$ cat src/rtl/dispatch_busytable.sv
// Dispatch stage between rename and the issue queue: a 2-entry FIFO of renamed
// instructions plus a per-physical-register busy table that supplies operand readiness.
module dispatch_busytable #(
  parameter int PREG_NUM  = 64,
  parameter int PREG_W    = 6,
  parameter int PAYLOAD_W = 256
) (
  input  logic                 clock,
  input  logic                 reset,
  input  logic                 in_valid,
  output logic                 in_ready,
  input  logic [PREG_W-1:0]    in_prs1,
  input  logic [PREG_W-1:0]    in_prs2,
  input  logic [PREG_W-1:0]    in_prd,
  input  logic                 in_src1_is_reg,
  input  logic                 in_src2_is_reg,
  input  logic                 in_need_to_wb,
  input  logic [PAYLOAD_W-1:0] in_payload,
  output logic                 iq_valid,
  input  logic                 iq_ready,
  output logic [PREG_W-1:0]    iq_prs1,
  output logic [PREG_W-1:0]    iq_prs2,
  output logic [PREG_W-1:0]    iq_prd,
  output logic                 iq_src1_is_reg,
  output logic                 iq_src2_is_reg,
  output logic                 iq_need_to_wb,
  output logic                 iq_src1_state,
  output logic                 iq_src2_state,
  output logic [PAYLOAD_W-1:0] iq_payload,
  input  logic                 writeback0_valid,
  input  logic                 writeback0_need_to_wb,
  input  logic [PREG_W-1:0]    writeback0_prd,
  input  logic                 writeback1_valid,
  input  logic                 writeback1_need_to_wb,
  input  logic [PREG_W-1:0]    writeback1_prd,
  input  logic                 flush
);

  logic [PREG_NUM-1:0]  busy;
  logic [PREG_NUM-1:0]  busy_nxt;
  logic [1:0]           count;
  logic                 wr_ptr;
  logic                 rd_ptr;

  logic [PREG_W-1:0]    prs1_q [2];
  logic [PREG_W-1:0]    prs2_q [2];
  logic [PREG_W-1:0]    prd_q  [2];
  logic [PAYLOAD_W-1:0] payload_q [2];
  logic [1:0]           src1_is_reg_q;
  logic [1:0]           src2_is_reg_q;
  logic [1:0]           need_to_wb_q;
  logic [1:0]           src1_state_q;
  logic [1:0]           src2_state_q;

  logic wb0_hit;
  logic wb1_hit;
  logic accept;
  logic deq;
  logic src1_state_in;
  logic src2_state_in;

  function automatic logic woken(input logic [PREG_W-1:0] prs,
                                 input logic h0, input logic [PREG_W-1:0] p0,
                                 input logic h1, input logic [PREG_W-1:0] p1);
    woken = (h0 && (p0 == prs)) || (h1 && (p1 == prs));
  endfunction

  assign wb0_hit  = writeback0_valid & writeback0_need_to_wb & (writeback0_prd != '0);
  assign wb1_hit  = writeback1_valid & writeback1_need_to_wb & (writeback1_prd != '0);
  assign in_ready = (count < 2'd2);
  assign iq_valid = (count != 2'd0);
  assign accept   = in_valid & in_ready;
  assign deq      = iq_valid & iq_ready;

  // A writeback landing in the accept cycle must not leave the operand marked pending
  assign src1_state_in = in_src1_is_reg & (in_prs1 != '0) & busy[in_prs1] &
                         ~woken(in_prs1, wb0_hit, writeback0_prd, wb1_hit, writeback1_prd);
  assign src2_state_in = in_src2_is_reg & (in_prs2 != '0) & busy[in_prs2] &
                         ~woken(in_prs2, wb0_hit, writeback0_prd, wb1_hit, writeback1_prd);

  // Clears first so a same-cycle set on the same register wins
  always_comb begin
    busy_nxt = busy;
    if (wb0_hit) busy_nxt[writeback0_prd] = 1'b0;
    if (wb1_hit) busy_nxt[writeback1_prd] = 1'b0;
    if (accept && !flush && in_need_to_wb && (in_prd != '0)) busy_nxt[in_prd] = 1'b1;
    busy_nxt[0] = 1'b0;
  end

  always_ff @(posedge clock) begin
    if (reset) begin
      busy   <= '0;
      count  <= 2'd0;
      wr_ptr <= 1'b0;
      rd_ptr <= 1'b0;
    end else begin
      busy <= busy_nxt;
      if (flush) begin
        count  <= 2'd0;
        wr_ptr <= 1'b0;
        rd_ptr <= 1'b0;
      end else begin
        if (accept) wr_ptr <= ~wr_ptr;
        if (deq)    rd_ptr <= ~rd_ptr;
        count <= count + 2'(accept) - 2'(deq);
      end
    end
  end

  // Entry storage: wakeups on buffered entries, then the write of a newly accepted entry
  always_ff @(posedge clock) begin
    for (int i = 0; i < 2; i++) begin
      src1_state_q[i] <= src1_state_q[i] & ~(src1_is_reg_q[i] &
                         woken(prs1_q[i], wb0_hit, writeback0_prd, wb1_hit, writeback1_prd));
      src2_state_q[i] <= src2_state_q[i] & ~(src2_is_reg_q[i] &
                         woken(prs2_q[i], wb0_hit, writeback0_prd, wb1_hit, writeback1_prd));
    end
    if (accept && !flush) begin
      prs1_q[wr_ptr]        <= in_prs1;
      prs2_q[wr_ptr]        <= in_prs2;
      prd_q[wr_ptr]         <= in_prd;
      payload_q[wr_ptr]     <= in_payload;
      src1_is_reg_q[wr_ptr] <= in_src1_is_reg;
      src2_is_reg_q[wr_ptr] <= in_src2_is_reg;
      need_to_wb_q[wr_ptr]  <= in_need_to_wb;
      src1_state_q[wr_ptr]  <= src1_state_in;
      src2_state_q[wr_ptr]  <= src2_state_in;
    end
  end

  // Head fields are gated to zero while empty; the issue queue latches on the same edge
  // it processes wakeups, so a wakeup this cycle is masked out of the presented state.
  always_comb begin
    iq_prs1        = '0;
    iq_prs2        = '0;
    iq_prd         = '0;
    iq_payload     = '0;
    iq_src1_is_reg = 1'b0;
    iq_src2_is_reg = 1'b0;
    iq_need_to_wb  = 1'b0;
    iq_src1_state  = 1'b0;
    iq_src2_state  = 1'b0;
    if (iq_valid) begin
      iq_prs1        = prs1_q[rd_ptr];
      iq_prs2        = prs2_q[rd_ptr];
      iq_prd         = prd_q[rd_ptr];
      iq_payload     = payload_q[rd_ptr];
      iq_src1_is_reg = src1_is_reg_q[rd_ptr];
      iq_src2_is_reg = src2_is_reg_q[rd_ptr];
      iq_need_to_wb  = need_to_wb_q[rd_ptr];
      iq_src1_state  = src1_state_q[rd_ptr] &
                       ~woken(prs1_q[rd_ptr], wb0_hit, writeback0_prd, wb1_hit, writeback1_prd);
      iq_src2_state  = src2_state_q[rd_ptr] &
                       ~woken(prs2_q[rd_ptr], wb0_hit, writeback0_prd, wb1_hit, writeback1_prd);
    end
  end

endmodule

$ cat config.mk
export PLATFORM = sky130hd
export DESIGN_NAME = dispatch_busytable
export DESIGN_NICKNAME = d
export VERILOG_FILES = /design/src/rtl/dispatch_busytable.sv
export SDC_FILE = /design/constraint.sdc
export NUM_CORES = 1
export LEC_CHECK = 0
export BUFFER_PORTS_ARGS = -buffer_cell sky130_fd_sc_hd__buf_2
export CAP_MARGIN = 20
export CORE_MARGIN = 2
export CORE_UTILIZATION = 35
export CTS_BUF_LIST = sky130_fd_sc_hd__clkbuf_8
export DETAILED_ROUTE_END_ITERATION = 16
export GPL_ROUTABILITY_DRIVEN = 1
export PLACE_DENSITY = 0.57
export SYNTH_ARGS = -nofsm -noshare
export SYNTH_HDL_FRONTEND = slang
export SYNTH_SLANG_ARGS = --single-unit
$ cat constraint.sdc
create_clock -name clock -period 8.2 [get_ports clock]
set_clock_uncertainty 0.05 [all_clocks]
set_input_delay 1.23 -clock clock [delete_from_list [all_inputs] [get_ports clock]]
set_output_delay 1.23 -clock clock [all_outputs]
set_load 0.005 [all_outputs]
==> metrics.md <==
| Metric | Value |
|---|---|
| Switch Pwr | 1.68 mW |
| Standby leakage power | 11.7 nW |
| Number of CTS-inserted buffers | 105 |
| Total of fill cells in the finished design | 7104 |
| Net count after synthesis | 2139 |
| TritonCTS clock tree | done |
| Hpwl dp | 53600 um |
| Chip width | 280 um |
| Slowest stage cell, crit path | sky130_fd_sc_hd__nor4_1 |
| FMAX | 198 MHz |
| Length in cells of the worst reg-to-reg path | 5 |
| Number of nets with antenna violations after routing | 0 |
| Hold Crit Depth | 2 |
| Via count | 17900 |
| Number of different library cells in the post-synthesis netlist | 61 |
| Initial core utilization | 35.2% |
| Global-route wire length before repair | 115000 um |
| Cell with the most instances after synthesis | sky130_fd_sc_hd__edfxtp_1 |
| Combined area of all synthesized cells | 26600 sq um |
| Type of the worst min-delay path | register to register |
| Total global routing overflow | 0 |
| DRT Wirelength | 80500 um |
| Post-synth ARST share | 0% |
| Inst Count DP | 3292 |
| Post-layout instance count excluding filler cells | 3492 |
| Top Ports | 579 |
| Register-to-register setup slack | 4820 ps |
| Number of flops mapped to enable cells by yosys | 554 |
| Delay of the slowest critical-path stage | 670 ps |
| Die outline height | 280 um |
| Number of maximum-capacitance violations | 0 |
| First-iteration detailed-routing DRC count | 1732 |
| # rows | 101 |
| Pins Over Slew Limit | 54 |
| Min Clock Period, post-route | 5040 ps |
| Hold slack final | 454 ps |
| Biggest area contributors in the synthesized netlist | sky130_fd_sc_hd__edfxtp_1, sky130_fd_sc_hd__mux2i_1, sky130_fd_sc_hd__dfxtp_1 |
| Setup Fix Bufs, Post-CTS | 0 |
| Crit path arrival time | 3760 ps |
| Final weighted congestion in routability-driven placement | 0.894 |
| Kind of end point of the critical path | output port |
| Share of cells above drive strength 1 | 30.4% |
| Synthesized netlist cell count | 1839 |
| Status | finished, violations left |
| Internal power | 5.02 mW |
| Violations in the final reports | max-slew violations |
| Count of clock tree sinks | 626 |
| Total negative slack for setup checks | 0 ps |
| Relative contribution of sequential cells to total power | 53.9% |
| Area Growth Syn to Fin | 21.2% |
| First-pass DRT Iterations | 6 |
| Hold Vio Cnt, Final | 0 |
| Hold-fix buffers, CTS | 0 |
| Setup repair after global routing missed its margin | no |
| Kind of critical path | input pin to output port |
| Core area | 75600 sq um |
| Worst-skew pair later-pin latency | 700 ps |
| Post-synth top flop | sky130_fd_sc_hd__edfxtp_1 |
| Clk Tree Root Cell | sky130_fd_sc_hd__clkbuf_8 |
| DIE AREA | 78200 sq um |
| Largest vdd supply drop | 0.113 mV |
| Total global routing track utilization | 19.7% |
| Critical Path Start Type | input pin |
| Sw Ratio | 25.1% |
| Mean number of vias per cell | 5.13 |
| Overall power after layout | 6.70 mW |
| Routed length per placed instance | 23.0 um |
| Crit-path max FO | 16 |
| # resized after CTS | 0 |
| Initial antenna violation count | 24 |
| Normalized max-slew margin | -3.74% |
| Critical path required time | 6920 ps |
| Number of I/O port buffers | 578 |
| Yosys top cell area share | 62.5% |
| Final number of setup-violating endpoints | 0 |
| Portion of the post-synthesis area used by sequential elements | 68.0% |
| Clock transition at the registers of the reported paths | 60 ps |
| Leading area contributor after synthesis | sky130_fd_sc_hd__edfxtp_1 |
| Power density over cell area | 208 nW/um^2 |
| Synth Area per Inst | 14.5 sq um |
| Actual slew at the worst max-slew pin | 1560 ps |
| Clock share of power | 37.0% |
| Final net count | 2722 |
| Vias in the first global route | 17700 |
| Ys Warns | 0 |
| Part of the power in combinational logic | 9.1% |
| Number of H-tree branching levels | 3 |
| Post-detailed-route DRC marker count | 0 |
| Maximum clock path buffer count | 3 |
| Maximum number of pins on one net before global-route repair | 160 |
| Ordered cell list for the critical path | buf_2 > or3_1 > or4_1 > nand3_2 > nor4_1 > nor4_1 > buf_2 |
| Synth cell count leaders | sky130_fd_sc_hd__edfxtp_1, sky130_fd_sc_hd__nor2_1, sky130_fd_sc_hd__mux2i_1 |
| Synth Register Bits | 626 |
| Part of the cycle the worst path needs | 61.5% |
[registers in the layout, indices dropped and copies added (netlist names), named ones only]
register / count
prd_q: 12
rd_ptr: 1
wr_ptr: 1
src1_state_q: 2
src1_is_reg_q: 2
need_to_wb_q: 2
payload_q: 512
busy: 63
prs2_q: 12
src2_is_reg_q: 2
prs1_q: 12
src2_state_q: 2
count: 2
[final timing paths]
kind / to / startpoint
setup / recovery: iq_src2_state / writeback1_prd[0]
hold / removal: busy[5]$_SDFF_PP0_ / busy[5]$_SDFF_PP0_
setup reg to reg: payload_q[1][40]$_DFFE_PP_ / count[1]$_SDFF_PP0_
hold reg to reg: busy[5]$_SDFF_PP0_ / busy[5]$_SDFF_PP0_
[metrics by stage]
stage / area (sq um) / utilization (%) / worst slack [ps]
final: 32200 / 42.7 / 3160
after global routing: 32200 / 42.7 / 2890
after CTS: 32200 / 42.6 / 3020
after detailed placement: 30400 / 40.2 / 3020
after global placement: 30400 / 40.2 / 3010
after floorplan: 26600 / - / 409
[cell usage in the layout, fill, tap and decap left out, types with 30 or more instances in the layout]
cell type                  Yosys  routed
sky130_fd_sc_hd__buf_2        53     579
sky130_fd_sc_hd__edfxtp_1    554     554
sky130_fd_sc_hd__nor2_1      355     354
sky130_fd_sc_hd__mux2i_1     289     289
sky130_fd_sc_hd__clkbuf_8      4     106
sky130_fd_sc_hd__a22oi_1      96      96
sky130_fd_sc_hd__dfxtp_1      72      71
sky130_fd_sc_hd__xnor2_1      60      60
sky130_fd_sc_hd__inv_1        10      57
sky130_fd_sc_hd__xor2_1       40      40
sky130_fd_sc_hd__nand2_1      30      30
[cell families (layout without fill, tap and decap cells)]
kind of cell | after synthesis | count (layout) | share of synthesized area, %
AOI/OAI and AO/OA | 154 | 154 | 4.28
xor gates and xnor gates | 100 | 100 | 3.29
adders and majority gates | 2 | 2 | 0.0941
buffers and inverters | 126 | 793 | 2.29
DFF | 626 | 626 | 68.0
muxes | 323 | 323 | 13.6
other | 0 | 8 | 0
and+or+nand+nor | 508 | 508 | 8.50
[metal layers]
| metal | up-vias | track usage [%] | wire length (um) |
|---|---|---|---|
| met5 | - | 0 | 127 |
| li1 | 8095 | - | - |
| met1 | 8829 | 24.4 | 32200 |
| met4 | 22 | 7.49 | 2540 |
| met2 | 761 | 32.9 | 39300 |
| met3 | 194 | 5.13 | 6320 |
[power groups by stage]
| stage | Sequential (mW) | Clock, mW | Combinational, mW |
|---|---|---|---|
| 3_3_place_gp | 3.67 | 0 | 0.604 |
| 4_1_cts | 3.61 | 2.55 | 0.616 |
| 6_report | 3.61 | 2.48 | 0.609 |
| 3_5_place_dp | 3.67 | 0 | 0.614 |
| 2_1_floorplan | 3.69 | 0 | 0.311 |
| 5_1_grt | 3.61 | 2.70 | 0.661 |
[layout make-up]
class / count / area [sq um] / area share [%]
diodes: 8 / 20.0 / 0.0621
flip-flops and latches: 626 / 18100 / 56.1
clock inverters: 85 / 397 / 1.23
multi-input cells: 1087 / 7960 / 24.7
repair buffers: 592 / 3050 / 9.45
well taps: 978 / 1220 / 3.80
clock buffers: 106 / 1460 / 4.53
inverters: 10 / 52.6 / 0.163
[worst max-delay path, delay by kind of cell]
kind / cells / cell delay [ps]
AND/OR/NAND/NOR: 5 / 2040
buffers and inverters: 2 / 480
Power figures use the tool's default switching activity.
